===== src/rtl/change_dispenser_pkg.sv =====
// change_dispenser_pkg: shared state encoding, coin-select encoding and the
// saturating pending-work update used by the change dispenser.
package change_dispenser_pkg;

   typedef enum logic [2:0] {
      ST_IDLE       = 3'd0,
      ST_COLA_DRIVE = 3'd1,
      ST_COLA_WAIT  = 3'd2,
      ST_COIN_SEL   = 3'd3,
      ST_COIN_DRIVE = 3'd4,
      ST_COIN_WAIT  = 3'd5,
      ST_FAULT      = 3'd6
   } state_t;

   typedef enum logic {
      SEL_05 = 1'b0,
      SEL_1Y = 1'b1
   } coin_sel_t;

   // cur + inc - dec, floored at 0 and clamped to max_v.
   function automatic int unsigned sat_update(input int unsigned cur,
                                              input int unsigned inc,
                                              input int unsigned dec,
                                              input int unsigned max_v);
      int unsigned sum;
      sum = cur + inc;
      sum = (sum > dec) ? (sum - dec) : 0;
      return (sum > max_v) ? max_v : sum;
   endfunction

endpackage


===== src/rtl/change_dispenser_if.sv =====
// change_dispenser_if: request strobes from the vending FSM, actuator drive
// pulses, actuator done sensors and status flags of the change dispenser.
//
// Handshake: cola_in/change_in are fire-and-forget one-cycle requests with
// no backpressure. Each actuator drive (cola_motor, hop_1y, hop_05) is a
// Moore pulse; the actuator answers with a one-cycle *_done at any time
// during or after the pulse. A done from an actuator that is not currently
// being driven is ignored.
interface change_dispenser_if #(parameter int AMT_W = 5);
   logic             cola_in;
   logic [AMT_W-1:0] change_in;
   logic             cola_motor;
   logic             cola_done;
   logic             hop_1y;
   logic             hop_1y_done;
   logic             hop_05;
   logic             hop_05_done;
   logic             busy;
   logic             fault;

   // Environment side: issues requests and returns actuator done sensors.
   modport master (
      output cola_in, change_in, cola_done, hop_1y_done, hop_05_done,
      input  cola_motor, hop_1y, hop_05, busy, fault
   );

   // Dispenser side.
   modport slave (
      input  cola_in, change_in, cola_done, hop_1y_done, hop_05_done,
      output cola_motor, hop_1y, hop_05, busy, fault
   );
endinterface


===== src/rtl/change_dispenser_timer.sv =====
// dispense_timer: shared cycle counter for pulse length and done timeout.
// load clears the count; while run is high it counts up and flags expire
// in the cycle where the count reaches limit-1.
module dispense_timer #(
   parameter int W = 10
) (
   input  logic         clk,
   input  logic         rst,
   input  logic         load_i,
   input  logic         run_i,
   input  logic [W-1:0] limit_i,
   output logic         expire_o
);

   logic [W-1:0] count_q, count_d;

   assign expire_o = run_i && (count_q == (limit_i - W'(1)));

   // Next count: clear on load, advance while running until expiry.
   always_comb begin
      count_d = count_q;
      if (load_i) begin
         count_d = '0;
      end else if (run_i && !expire_o) begin
         count_d = count_q + W'(1);
      end
   end

   // Count register.
   always_ff @(posedge clk) begin
      if (rst) count_q <= '0;
      else     count_q <= count_d;
   end

endmodule


===== src/rtl/change_dispenser.sv =====
// change_dispenser: drives the cola motor and the 1-yuan / 0.5-yuan coin
// hoppers one item at a time from accumulated cola and change requests.
// Optional build macro DISPENSE_STATS_EN adds 16-bit completion counters
// cnt_cola, cnt_1y and cnt_05.
module change_dispenser
   import change_dispenser_pkg::*;
#(
   parameter int AMT_W       = 5,
   parameter int PULSE_LEN   = 4,
   parameter int ACK_TIMEOUT = 1000,
   parameter int COLA_W      = 3
) (
   input  logic                clk,
   input  logic                rst,
   change_dispenser_if.slave   bus,
   output state_t              state_o
`ifdef DISPENSE_STATS_EN
   ,
   output logic [15:0]         cnt_cola,
   output logic [15:0]         cnt_1y,
   output logic [15:0]         cnt_05
`endif
);

   localparam int TMR_MAX = (ACK_TIMEOUT > PULSE_LEN) ? ACK_TIMEOUT : PULSE_LEN;
   localparam int TMR_W   = $clog2(TMR_MAX + 1);
   localparam int unsigned REM_MAX = (1 << AMT_W) - 1;
   localparam int unsigned CNT_MAX = (1 << COLA_W) - 1;

   state_t            state_q, state_d;
   coin_sel_t         sel_q, sel_d;
   logic              seen_q, seen_d;
   logic [AMT_W-1:0]  rem_q, rem_d;
   logic [COLA_W-1:0] cnt_q, cnt_d;
   logic              cola_dec;
   logic [1:0]        coin_dec;
   logic              coin_done;
   logic              tmr_load, tmr_run, tmr_exp;
   logic [TMR_W-1:0]  tmr_limit;

   // Done sensor of whichever hopper is currently selected.
   assign coin_done = (sel_q == SEL_1Y) ? bus.hop_1y_done : bus.hop_05_done;

   // The timer restarts on every state change, so each DRIVE and WAIT
   // state sees a count starting at 0.
   assign tmr_load = (state_d != state_q);

   dispense_timer #(.W(TMR_W)) u_timer (
      .clk      (clk),
      .rst      (rst),
      .load_i   (tmr_load),
      .run_i    (tmr_run),
      .limit_i  (tmr_limit),
      .expire_o (tmr_exp)
   );

   // Next-state, coin selection, done latch and completion decrements.
   always_comb begin
      state_d   = state_q;
      sel_d     = sel_q;
      seen_d    = seen_q;
      tmr_run   = 1'b0;
      tmr_limit = TMR_W'(PULSE_LEN);
      cola_dec  = 1'b0;
      coin_dec  = 2'd0;
      case (state_q)
         ST_IDLE: begin
            seen_d = 1'b0;
            if (cnt_q != '0)      state_d = ST_COLA_DRIVE;
            else if (rem_q != '0) state_d = ST_COIN_SEL;
         end
         ST_COLA_DRIVE: begin
            tmr_run = 1'b1;
            if (bus.cola_done) seen_d = 1'b1;
            if (tmr_exp) begin
               if (seen_q || bus.cola_done) begin
                  cola_dec = 1'b1;
                  state_d  = ST_IDLE;
               end else begin
                  state_d  = ST_COLA_WAIT;
               end
            end
         end
         ST_COLA_WAIT: begin
            tmr_run   = 1'b1;
            tmr_limit = TMR_W'(ACK_TIMEOUT);
            if (bus.cola_done) begin
               cola_dec = 1'b1;
               state_d  = ST_IDLE;
            end else if (tmr_exp) begin
               state_d  = ST_FAULT;
            end
         end
         ST_COIN_SEL: begin
            seen_d  = 1'b0;
            sel_d   = (rem_q >= AMT_W'(2)) ? SEL_1Y : SEL_05;
            state_d = ST_COIN_DRIVE;
         end
         ST_COIN_DRIVE: begin
            tmr_run = 1'b1;
            if (coin_done) seen_d = 1'b1;
            if (tmr_exp) begin
               if (seen_q || coin_done) begin
                  coin_dec = (sel_q == SEL_1Y) ? 2'd2 : 2'd1;
                  state_d  = ST_IDLE;
               end else begin
                  state_d  = ST_COIN_WAIT;
               end
            end
         end
         ST_COIN_WAIT: begin
            tmr_run   = 1'b1;
            tmr_limit = TMR_W'(ACK_TIMEOUT);
            if (coin_done) begin
               coin_dec = (sel_q == SEL_1Y) ? 2'd2 : 2'd1;
               state_d  = ST_IDLE;
            end else if (tmr_exp) begin
               state_d  = ST_FAULT;
            end
         end
         default: begin
            // ST_FAULT: terminal until reset.
            state_d = ST_FAULT;
         end
      endcase
   end

   // Pending work: new requests and completions apply in the same cycle;
   // a faulted dispenser ignores new requests.
   always_comb begin
      rem_d = rem_q;
      cnt_d = cnt_q;
      if (state_q != ST_FAULT) begin
         rem_d = AMT_W'(sat_update(32'(rem_q), 32'(bus.change_in),
                                   32'(coin_dec), REM_MAX));
         cnt_d = COLA_W'(sat_update(32'(cnt_q), 32'(bus.cola_in),
                                    32'(cola_dec), CNT_MAX));
      end
   end

   // State and pending-work registers.
   always_ff @(posedge clk) begin
      if (rst) begin
         state_q <= ST_IDLE;
         sel_q   <= SEL_05;
         seen_q  <= 1'b0;
         rem_q   <= '0;
         cnt_q   <= '0;
      end else begin
         state_q <= state_d;
         sel_q   <= sel_d;
         seen_q  <= seen_d;
         rem_q   <= rem_d;
         cnt_q   <= cnt_d;
      end
   end

   // Moore outputs decoded from the state register.
   assign bus.cola_motor = (state_q == ST_COLA_DRIVE);
   assign bus.hop_1y     = (state_q == ST_COIN_DRIVE) && (sel_q == SEL_1Y);
   assign bus.hop_05     = (state_q == ST_COIN_DRIVE) && (sel_q == SEL_05);
   assign bus.busy       = (state_q != ST_IDLE);
   assign bus.fault      = (state_q == ST_FAULT);
   assign state_o        = state_q;

`ifdef DISPENSE_STATS_EN
   // Completion counters, wrapping at 2^16.
   always_ff @(posedge clk) begin
      if (rst) begin
         cnt_cola <= '0;
         cnt_1y   <= '0;
         cnt_05   <= '0;
      end else begin
         if (cola_dec)        cnt_cola <= cnt_cola + 16'd1;
         if (coin_dec == 2'd2) cnt_1y  <= cnt_1y + 16'd1;
         if (coin_dec == 2'd1) cnt_05  <= cnt_05 + 16'd1;
      end
   end
`endif

endmodule


===== src/flat_wrapper.sv =====
// flat-port wrapper written by rule: the top's interface ports become plain ports
module change_dispenser_flat import change_dispenser_pkg::*;
#(
   parameter int AMT_W       = 5,
   parameter int PULSE_LEN   = 4,
   parameter int ACK_TIMEOUT = 1000,
   parameter int COLA_W      = 3
)
  (clk, rst, state_o, bus_cola_in, bus_change_in, bus_cola_done, bus_hop_1y_done, bus_hop_05_done, bus_cola_motor, bus_hop_1y, bus_hop_05, bus_busy, bus_fault);
  change_dispenser_if #(.AMT_W(AMT_W)) bus_i ();
  input  logic clk;
  input  logic rst;
  output state_t state_o;
  input wire logic [$bits(bus_i.cola_in)-1:0] bus_cola_in;
  input wire logic [$bits(bus_i.change_in)-1:0] bus_change_in;
  input wire logic [$bits(bus_i.cola_done)-1:0] bus_cola_done;
  input wire logic [$bits(bus_i.hop_1y_done)-1:0] bus_hop_1y_done;
  input wire logic [$bits(bus_i.hop_05_done)-1:0] bus_hop_05_done;
  output wire logic [$bits(bus_i.cola_motor)-1:0] bus_cola_motor;
  output wire logic [$bits(bus_i.hop_1y)-1:0] bus_hop_1y;
  output wire logic [$bits(bus_i.hop_05)-1:0] bus_hop_05;
  output wire logic [$bits(bus_i.busy)-1:0] bus_busy;
  output wire logic [$bits(bus_i.fault)-1:0] bus_fault;
  assign bus_i.cola_in = bus_cola_in;
  assign bus_i.change_in = bus_change_in;
  assign bus_i.cola_done = bus_cola_done;
  assign bus_i.hop_1y_done = bus_hop_1y_done;
  assign bus_i.hop_05_done = bus_hop_05_done;
  assign bus_cola_motor = bus_i.cola_motor;
  assign bus_hop_1y = bus_i.hop_1y;
  assign bus_hop_05 = bus_i.hop_05;
  assign bus_busy = bus_i.busy;
  assign bus_fault = bus_i.fault;
  change_dispenser #(.AMT_W(AMT_W), .PULSE_LEN(PULSE_LEN), .ACK_TIMEOUT(ACK_TIMEOUT), .COLA_W(COLA_W)) u_core (.clk(clk), .rst(rst), .bus(bus_i), .state_o(state_o));
endmodule

===== config.mk =====
export PLATFORM = sky130hd
export DESIGN_NAME = change_dispenser_flat
export DESIGN_NICKNAME = d
export VERILOG_FILES = /design/src/rtl/change_dispenser_pkg.sv /design/src/rtl/change_dispenser_if.sv /design/src/rtl/change_dispenser_timer.sv /design/src/rtl/change_dispenser.sv /design/src/flat_wrapper.sv
export SDC_FILE = /design/constraint.sdc
export NUM_CORES = 1
export LEC_CHECK = 0
export ABC_AREA = 1
export BUFFER_PORTS_ARGS = -buffer_cell sky130_fd_sc_hd__buf_2
export CAP_MARGIN = 10
export CELL_PAD_IN_SITES_DETAIL_PLACEMENT = 0
export CELL_PAD_IN_SITES_GLOBAL_PLACEMENT = 2
export CORE_ASPECT_RATIO = 1.75
export CORE_MARGIN = 5
export CORE_UTILIZATION = 33
export CTS_CLUSTER_SIZE = 20
export DETAILED_ROUTE_END_ITERATION = 8
export PLACE_DENSITY = 0.83
export SLEW_MARGIN = 20
export SYNTH_ARGS = -nofsm -noshare
export SYNTH_HDL_FRONTEND = slang
export SYNTH_SLANG_ARGS = --single-unit

===== constraint.sdc =====
create_clock -name clk -period 3.87 [get_ports clk]
set_clock_uncertainty 0.2 [all_clocks]
set_input_delay 0.387 -clock clk [delete_from_list [all_inputs] [get_ports clk]]
set_output_delay 0.387 -clock clk [all_outputs]
set_load 0.05 [all_outputs]

# After elaboration in Yosys (flattened, before gate mapping)
# Index checks and enable logic that the tools add are counted.
# classes
addsub	6
n_lt_le_gt_ge	5
n_eq_ne	11
n_mux	30
bitwise	1
reduce_logical	17
# op_table
op	n
2-to-1 mux 32 bit	2
> comparator 32 x 1 -> 1 bit	1
> comparator 32 x 2 -> 1 bit	1
> comparator 32 x 3 -> 1 bit (second input constant)	1
> comparator 32 x 5 -> 1 bit (second input constant)	1
subtractor 32 x 1 -> 32 bit	1
subtractor 32 x 2 -> 32 bit	1
2-to-1 mux 3 bit	9
case mux 3 bit (6 select lines)	1
adder 10 x 1 -> 10 bit (second input constant)	1
equality test 10 bit	1
2-to-1 mux 10 bit	1
2-to-1 mux 2 bit	5
subtractor 10 x 1 -> 10 bit (second input constant)	1
equality test 3 bit (second input constant)	3
nonzero test 3 bit	3
2-to-1 mux 1 bit	8
adder 5 x 5 -> 6 bit	1
equality test 3 x 2 -> 1 bit (second input constant)	2
OR reduction 2 bit	3
>= comparator 5 x 2 -> 1 bit (second input constant)	1
2-to-1 mux 5 bit	1
nonzero test 5 bit	1
adder 3 x 1 -> 4 bit	1
other kinds (15)	19
# word_totals
ff_bits	23
input_bits	11
out_inout_bits	8
wordCells	76

# Longest topological paths before layout
# Gate-level depths: netlist of the first run.
# logic_depth
word_depth	12
depth_mapped	22
mapped_depth_nobuf	22

# Modules after synthesis
# From an unflattened synthesis of the first run, not the netlist that was laid out.
# unflattened
cells_unflattened	381
hier_area_um2	2319.7
# by_module_without_submodules
module	instances	cells_each	area_per_inst_um2
change_dispenser	1	233	1418.9
dispense_timer	1	148	900.9

# Least setup slack after synthesis of the first run
# OpenSTA, ideal clock, no wires.
# synth_timing
path_kind	register to register
start	register u_core.state_q[2], in the netlist u_core.state_o[2]
end	register u_core.rem_q[3]
setup_time_ns	0.128
t_arrival_ns	3.760
required_ns	3.542
path_slack_ns	-0.217
stages_incl_launch_ff	21
path_buffers	1
path_cell_list	dfxtp_1 buf_4 clkinv_2 nor2_1 inv_1 nor2_1 inv_1 o21ai_0 inv_1 ha_1 inv_1 o21ai_0 inv_1 nand2_1 nor2_1 ha_1 inv_1 nor2_1 nand3_1 nand2_1 a21oi_1
# synth_between
elab_chain_len	12
# synth_lines
element	line_no	rtl
start: declaration	change_dispenser.sv:30	state_t state_q, state_d;
start signal: assignment	change_dispenser.sv:150	state_q <= state_d;
equality test 3 x 2 -> 1 bit or equality test 3 bit (tied branches)	change_dispenser.sv:66	case (state_q)
OR reduction 2 bit (no source line)	-	
2-to-1 mux 10 bit	change_dispenser.sv:66	
subtractor 10 x 1 -> 10 bit	change_dispenser_timer.sv:17	assign expire_o = run_i && (count_q == (limit_i - W'(1)));
equality test 10 bit	change_dispenser_timer.sv:17	
logical AND 1 bit	change_dispenser_timer.sv:17	
2-to-1 mux 2 bit	change_dispenser.sv:102	if (tmr_exp) begin
case mux 2 bit (2 select lines)	change_dispenser.sv:66	
subtractor 32 x 2 -> 32 bit or > comparator 32 x 2 -> 1 bit (tied branches)	change_dispenser_pkg.sv:27	sum = (sum > dec) ? (sum - dec) : 0;
2-to-1 mux 32 bit	change_dispenser_pkg.sv:27	
> comparator 32 x 5 -> 1 bit	change_dispenser_pkg.sv:28	return (sum > max_v) ? max_v : sum;
2-to-1 mux 5 bit	change_dispenser_pkg.sv:28	
end signal: assignment	change_dispenser.sv:153	rem_q <= rem_d;
end: declaration	change_dispenser.sv:33	logic [AMT_W-1:0] rem_q, rem_d;
# Parallel ways exist; a longest one is shown, timed or not.
# A chain may end at the register's enable or synchronous reset.

# Worst setup path after layout of the first run
# layout_timing
start	register u_core.state_q[0], in the netlist u_core.state_o[0]
end	register u_core.rem_q[3]
# Same word-level chain as after synthesis.

==> metrics.md, run 1 <==
| Metric | Value |
|---|---|
| Status | `completed` |
| IR drop worst, VDD | `between 200 and 250 µV` |
| Area taken by multi-input logic gates | `between 1000 and 1500 µm²` |
| Number of endpoints failing setup at the final stage | `0` |
| Post-synth cell types | `34` |
| Number of cells on the critical path | `22` |
| Critical path cell sequence | `inv_2 > nand2_1 > nand2_1 > nand2_1 > nand2_1 > nand3_4 > nor2_4 > nand2_2 > o21ai_1 > inv_1 > ha_1 > inv_1 > o21ai_0 > inv_1 > nand2_1 > nor2_1 > ha_1 > inv_1 > nor2_1 > nand3_1 > nand2_1 > a21oi_1` |
| Critical path required time | `3830 ps` |
| Area of the core | `5590 µm²` |
| Worst path max stage delay | `410 ps` |
| Number of core rows | `36` |
| Cell-internal power | `679 µW` |
| Syn Std Cell Area | `1890 µm²` |
| Cell class contributing the biggest share of worst-path delay | `simple AND/OR/NAND/NOR gates` |
| Horizontal die dimension | `67.2 µm` |
| Depth of the most critical reg-to-reg path | `22` |
| Final critical-path required period | `3450 ps` |
| Clk pin slew, worst setup/hold paths | `90 ps` |
| Gr ovfl total | `0` |
| Total clock buffers created by CTS | `3` |
| Sequential share of the synthesized area | `roughly 24%` |
| Post-CTS setup buffers | `0` |
| Most frequent cells in the layout | `sky130_fd_sc_hd__nand2_1 (42), sky130_fd_sc_hd__inv_1 (42), sky130_fd_sc_hd__nor2_1 (24), sky130_fd_sc_hd__dfxtp_1 (23), sky130_fd_sc_hd__a21oi_1 (21)` |
| Post-detailed-routing wire length | `about 4600 µm` |
| Setup slack on the worst flop-to-flop path | `420 ps` |
| Post-detailed-placement half-perimeter wirelength | `between 3000 and 4000 µm` |
| Type of element launching the critical path | `flop` |
| Total GRT Usage | `13.7%` |
| Top FF cell, synth | `sky130_fd_sc_hd__dfxtp_1` |
| Deepest level of the CTS H-tree | `1` |
| Global placement routability congestion | `around 0.80` |
| P_leak | `0.943 nW` |
| Initial Util | `33.8%` |
| Ant. Diodes | `0` |
| Num ports | `19` |
| Number of nets in the layout | `320` |
| Area added between synthesis and finish | `12.3%` |
| Share of cells above drive strength 1 | `roughly 20%` |
| Sinks on Clock Net | `23` |
| WHS Path Cells | `2` |
| CTS tree | `yes` |
| Total negative slack | `0 ps` |
| Type of the tightest min-delay check | `in2reg` |
| Max FO, Critical Path | `7` |
| Clock latency of the later-clocked register in the worst-skew pair | `270 ps` |
| Number of enable flip-flop cells after synthesis | `0` |
| Via count of the first global-routing pass | `1642` |
| Seq cells post-synth | `23` |
| Maximum number of pins on one net before global-route repair | `17` |
| Power density over the cells | `~680 nW/µm²` |
| Category of the most critical setup path | `reg2reg` |
| Data arrival time at the worst-slack endpoint | `3410 ps` |
| Post-route fraction of the period consumed by the critical path | `around nine tenths` |
| Source of the worst hold timing path | `rst` |
| Clk network pwr share | `roughly 11%` |
| Average cell area after synthesis | `6.97 µm²` |
| Gates resized, CTS repair | `0` |
| Total area of sequential cells | `460 µm²` |
| Syn nets | `around 300` |
| Number of buffer and inverter stages on the critical path | `5` |
| Category of the worst setup path capture point | `flop` |
| RSZ-0062 raised after global routing | `no` |
| Number of port buffers | `18` |
| Gate power share | `63.9%` |
| DRC violations left | `0` |
| Antenna violations before repair | `0` |
| Max stage delay cell, worst path | `sky130_fd_sc_hd__dfxtp_1` |
| PnR Total Power | `roughly 1.4 mW` |
| Routed len/inst | `12.5 µm` |
| Cells after synthesis | `271` |
| Most used cell, CP | `sky130_fd_sc_hd__nand2_1` |
| Worst rel slew slack | `between 70% and 80%` |
| Warnings from Yosys | `0` |
| Maximum clock rate | `290 MHz` |
| Least-Margin Pin Slew | `413 ps` |
| Max-slew violation total from the final report | `0` |
| Switching Share | `around 53%` |
| Number of buffers inserted by hold repair at cts | `0` |
| Starting DRC count in detailed routing | `40` |
| Switching power | `758 µW` |
| Pre-Repair DR Iteration Count | `4` |
| Count of vias placed by the detailed router | `approximately 1700` |
| Sequential fraction of design power | `25.0%` |
| Die ar. | `7400 µm²` |
| First-pass GRT wire length | `7600 µm` |
| Fraction of registers with async set/reset | `0%` |
| Worst setup path start | `u_core.state_o[0]$_SDFF_PP0_` |
| Reg-to-reg critical path startpoint | `u_core.state_o[0]$_SDFF_PP0_` |
| Height of the die | `110 µm` |
| Routed via count divided by cell count | `4.64` |
| Buffers from clock root to sink, at most | `2` |
| MaxCap Viol Count | `0` |
| CTS root buf | `sky130_fd_sc_hd__clkbuf_8` |
| Final number of hold-violating endpoints | `0` |
| Remaining number of nets flagged by the antenna check after routing | `0` |
| Final-layout fill cell count | `661` |
## metrics by stage
| step | setup slack [ps] | hold slack, ps | util, % | std cells | instance area [µm²] |
|---|---|---|---|---|---|
| 6_report | 421 | 178 | 38.0 | 368 | 2120 |
| 5_1_grt | 103 | 184 | 38.0 | 368 | 2120 |
| 4_1_cts | 291 | 171 | 38.0 | 368 | 2120 |
| 3_5_place_dp | 300 | 303 | 37.1 | 364 | 2070 |
| 3_3_place_gp | 377 | 301 | 37.1 | 364 | 2070 |
| 2_1_floorplan | 25.9 | 256 | - | 271 | 1890 |
## final timing paths
kind                             endpoint
max          u_core.rem_q[3]$_SDFFE_PP0N_
min          u_core.state_o[0]$_SDFF_PP0_
max reg2reg  u_core.rem_q[3]$_SDFFE_PP0N_
min reg2reg    u_core.seen_q$_SDFFE_PP0P_
## synthesized netlist by cell type, types with 2 or more instances
cell type	count	area share [%]
sky130_fd_sc_hd__a21oi_1	21	5.6
sky130_fd_sc_hd__dfxtp_1	23	24
sky130_fd_sc_hd__fa_1	2	2.1
sky130_fd_sc_hd__ha_1	14	9.3
sky130_fd_sc_hd__inv_1	42	8.3
sky130_fd_sc_hd__inv_2	4	0.79
sky130_fd_sc_hd__nand2_1	42	8.3
sky130_fd_sc_hd__nand2_2	5	1.7
sky130_fd_sc_hd__nand3_1	19	5.0
sky130_fd_sc_hd__nand3_2	4	2.1
sky130_fd_sc_hd__nand3_4	2	1.9
sky130_fd_sc_hd__nand3b_1	3	1.2
sky130_fd_sc_hd__nand4_1	3	0.99
sky130_fd_sc_hd__nor2_1	25	5.0
sky130_fd_sc_hd__nor2_2	11	3.6
sky130_fd_sc_hd__nor3_1	3	0.79
sky130_fd_sc_hd__nor3_2	2	1.1
sky130_fd_sc_hd__o21ai_0	16	4.2
sky130_fd_sc_hd__xnor2_1	11	5.1
sky130_fd_sc_hd__xor2_1	5	2.3
## registers in the layout, summed over array words and instances, names as in the netlist
| name | flops |
|---|---|
| u_core.state_o | 3 |
| u_core.sel_q | 1 |
| u_core.u_timer.count_q | 10 |
| u_core.rem_q | 5 |
| u_core.seen_q | 1 |
| u_core.cnt_q | 3 |
## power groups by stage
stage	clock network [mW]	registers, mW	logic (mW)
finish	0.160	0.359	0.918
global route	0.179	0.367	1.04
CTS	0.169	0.358	0.935
detailed placement	0	0.363	0.931
global placement	0	0.361	0.945
floorplan	0	0.381	0.693
## final cells by class
cell class              count  share of cell area (%)
repair buffers             19                    4.60
multi-input cells         199                    58.5
clock inverters             1                   0.354
well taps                  76                    4.48
flip-flops and latches     23                    21.7
clock buffers               3                    1.95
inverters                  47                    8.37
## worst reg2reg max path, delay by kind of cell, from the launching register on
| family | cells | cell delay, ps |
|---|---|---|
| adders and majority gates | 2 | 550 |
| and+or+nand+nor | 12 | 1300 |
| AOI/OAI and AO/OA | 3 | 530 |
| DFF | 1 | 410 |
| buffers and inverters | 5 | 360 |
## logic make-up (layout without fill, tap and decap cells)
logic type      count (synthesis)  count (layout)  synth area share [%]
simple gates                  124             124                  34.4
flops                          23              23                  24.4
buf+inv                        49              70                  10.0
fa+ha+maj                      16              16                  11.4
xor+xnor                       16              16                  7.42
mux                             1               1                 0.596
compound gates                 42              42                  11.9
## routing by layer
layer / vias up / wire length (µm) / track usage, %
li1: 917 / - / -
met1: 770 / 1690 / 13.5
met2: 16 / 2710 / 27.9
met3: 5 / 120 / 1.93
met4: 0 / 70 / 4.35
met5: - / 0 / 0
Power figures use the tool's default switching activity.
==> run 2: changes to the inputs <==
- CELL_PAD_IN_SITES_GLOBAL_PLACEMENT: 2 -> 1
- CORE_UTILIZATION: 33 -> 43
- PLACE_DENSITY: 0.83 -> 0.84
==> run 2 against run 1 <==
- sequential share of layout area rose by 0.44 points
- via count grew 0.76%
- critical path depth down 1
- register-to-register slack lost 50 ps
- setup slack worse by 54 ps
- global-route usage rose by 3.0 points
- clock-buffer cell count is 1 higher
- core utilization rose by 10 points
- final cell count decreased by 7.1%
- clock power shrank 4%
- combinational power fell by 1%
- routed wire length fell by 3.0%
- largest power group unchanged
- critical path type unchanged
==> metrics.md, run 2 (synthesis results as in run 1) <==
| Metric | Value |
|---|---|
| Type of the tightest min-delay check | `in2reg` |
| Max FO, Critical Path | `10 (+3)` |
| Post-detailed-placement half-perimeter wirelength | `3790 µm (-2.8%)` |
| Antenna violations before repair | `0 (unchanged)` |
| Cell-internal power | `677 µW (-0.32%)` |
| Max stage delay cell, worst path | `sky130_fd_sc_hd__dfxtp_1` |
| Pre-Repair DR Iteration Count | `4 (unchanged)` |
| Count of vias placed by the detailed router | `1721 (+0.76%)` |
| Worst setup path start | `u_core.state_o[2]$_SDFF_PP0_` |
| Power density over the cells | `685 nW/µm² (+1.1%)` |
| Initial Util | `43.7% (+9.9 points)` |
| Number of endpoints failing setup at the final stage | `0 (unchanged)` |
| Area taken by multi-input logic gates | `1240 µm² (unchanged)` |
| Data arrival time at the worst-slack endpoint | `3460 ps (+50 ps)` |
| Worst path max stage delay | `530 ps (+120 ps)` |
| Maximum number of pins on one net before global-route repair | `17 (unchanged)` |
| MaxCap Viol Count | `0 (unchanged)` |
| RSZ-0062 raised after global routing | `no` |
| IR drop worst, VDD | `378 µV (+82%)` |
| Height of the die | `97.7 µm (-11%)` |
| Total negative slack | `0 ps (unchanged)` |
| Worst rel slew slack | `67.4% (-4.9 points)` |
| Critical path cell sequence | `clkinv_2 > nand3_2 > nand2_2 > nand2_4 > nand3_4 > nor2_4 > nand2_2 > o21ai_1 > inv_1 > ha_1 > inv_1 > o21ai_0 > inv_1 > nand2_1 > nor2_1 > ha_1 > inv_1 > nor2_1 > nand3_1 > nand2_1 > a21oi_1` |
| Total area of sequential cells | `460 µm² (unchanged)` |
| Final WS setup | `367 ps (-53.6 ps)` |
| CTS root buf | `sky130_fd_sc_hd__clkbuf_8` |
| Ant. Diodes | `0 (unchanged)` |
| Horizontal die dimension | `60.1 µm (-11%)` |
| Reg-to-reg critical path startpoint | `u_core.state_o[2]$_SDFF_PP0_` |
| Remaining number of nets flagged by the antenna check after routing | `0 (unchanged)` |
| Final critical-path required period | `3500 ps (+53.6 ps)` |
| Switching power | `747 µW (-1.4%)` |
| Type of element launching the critical path | `flop` |
| Buffers from clock root to sink, at most | `2 (unchanged)` |
| Routed via count divided by cell count | `5.03 (+8.4%)` |
| Total clock buffers created by CTS | `3 (unchanged)` |
| Largest register by flop count | `u_core.u_timer.count_q` |
| Post-detailed-routing wire length | `4460 µm (-3.0%)` |
| Via count of the first global-routing pass | `1691 (+3.0%)` |
| CTS tree | `yes` |
| Sinks on Clock Net | `23 (unchanged)` |
| Critical path required time | `3820 ps (about the same)` |
| Most used cell, CP | `sky130_fd_sc_hd__inv_1` |
| Least-Margin Pin Slew | `486 ps (+72.8 ps)` |
| Number of nets in the layout | `319 (-0.31%)` |
| Post-place setup slack | `258 ps (-41.4 ps)` |
| Clk network pwr share | `10.8% (-0.4 points)` |
| Max-slew violation total from the final report | `0 (unchanged)` |
| Category of the worst setup path capture point | `flop` |
| Clk pin slew, worst setup/hold paths | `80 ps (about the same)` |
| Sequential fraction of design power | `25.5% (+0.5 points)` |
| P_leak | `0.938 nW (-0.46%)` |
| Final-layout fill cell count | `486 (-26%)` |
| Gr ovfl total | `0 (unchanged)` |
| Die ar. | `5870 µm² (-21%)` |
| Global placement routability congestion | `0.906 (+13%)` |
| Switching Share | `52.5% (-0.27 points)` |
| Final number of hold-violating endpoints | `0 (unchanged)` |
| Max reg flops | `10 (unchanged)` |
| Source of the worst hold timing path | `rst` |
| Category of the most critical setup path | `reg2reg` |
| Post-route fraction of the period consumed by the critical path | `90.5% (+1.4 points)` |
| Num ports | `19 (unchanged)` |
| Deepest level of the CTS H-tree | `1 (unchanged)` |
| Total GRT Usage | `16.7% (+3.0 points)` |
| First-pass GRT wire length | `7520 µm (-1.1%)` |
| Area of the core | `4320 µm² (-23%)` |
| Gate power share | `63.8% (about the same)` |
| Maximum clock rate | `286 MHz (-1.5%)` |
| Most frequent cells in the layout | `sky130_fd_sc_hd__nand2_1 (42), sky130_fd_sc_hd__inv_1 (42), sky130_fd_sc_hd__nor2_1 (24), sky130_fd_sc_hd__dfxtp_1 (23), sky130_fd_sc_hd__a21oi_1 (21)` |
| Number of port buffers | `18 (unchanged)` |
| Largest registers ranked by flip-flop count | `u_core.u_timer.count_q: 10 flops, u_core.rem_q: 5 flops` |
| Area added between synthesis and finish | `10.1%` |
| Number of core rows | `32 (-11%)` |
| Routed len/inst | `13.0 µm (+4.4%)` |
| Share of cells above drive strength 1 | `19.2% (-0.62 points)` |
| Status | `completed` |
| Starting DRC count in detailed routing | `42 (+5.0%)` |
| DRC violations left | `0 (unchanged)` |
| Post-CTS setup buffers | `0 (unchanged)` |
| Clock latency of the later-clocked register in the worst-skew pair | `270 ps (about the same)` |
## run 2: changes by cell type in the layout (fill, tap and decap cells not counted)
cell                         delta
sky130_fd_sc_hd__clkinvlp_4     -1
sky130_fd_sc_hd__buf_4          -1
sky130_fd_sc_hd__clkbuf_1       +1
## run 2: per-stage QoR
stage                     cells  cell area [µm²]  hold WS, ps  utilization [%]  power (mW)
after floorplan             271             1890          256                -        1.07
after global placement      338             2030          294             47.0        1.29
after detailed placement    338             2030          300             47.0        1.29
after CTS                   342             2080          176             48.1        1.45
after global routing        342             2080          172             48.1        1.56
final                       342             2080          176             48.1        1.42
## run 2: repair_timing
action / 4_1_cts / 5_1_grt
gates resized for setup: 0 / 1
hold endpoints to repair: 0 / 0
endpoints found under the setup margin: 0 / 5
hold buffers: 0 / 0
## run 2: metal layers
layer	wire, µm	GRT usage [%]	vias to the layer above
met3	59	1.60	7
li1	-	-	914
met2	2740	33.6	14
met5	0	0	-
met4	84	5.29	0
met1	1570	16.2	786
## run 2: path summary, 6_finish.rpt
kind / endpoint / slack, ps / cells after the start
max: u_core.rem_q[1]$_SDFFE_PP0N_ / 370 / 21
min: u_core.state_o[1]$_SDFF_PP0_ / 180 / 2
max reg2reg: u_core.rem_q[1]$_SDFFE_PP0N_ / 370 / 21
min reg2reg: u_core.seen_q$_SDFFE_PP0P_ / 310 / 2
## run 2: power by group through the flow
stage | Sequential [mW] | Clock [mW] | Combinational, mW
3_3_place_gp | 0.369 | 0 | 0.919
2_1_floorplan | 0.381 | 0 | 0.693
5_1_grt | 0.375 | 0.171 | 1.01
4_1_cts | 0.364 | 0.159 | 0.927
3_5_place_dp | 0.370 | 0 | 0.922
6_report | 0.362 | 0.153 | 0.908
## run 2: final cells by class
| cell class | count | area share, % |
|---|---|---|
| tap | 51 | 3.07 |
| timing repair buffer | 18 | 4.33 |
| multi-input combinational | 199 | 59.7 |
| sequential | 23 | 22.1 |
| clock buffer | 4 | 2.17 |
| inverter | 47 | 8.54 |
## run 2: worst max-delay path: cells and delay by family, from the launching register on
kind	cells	cell delay, ps
AO/OA/AOI/OAI	3	530
buffers and inverters	5	390
adder cells (fa/ha/maj)	2	550
flip-flops	1	530
AND/OR/NAND/NOR	11	1180
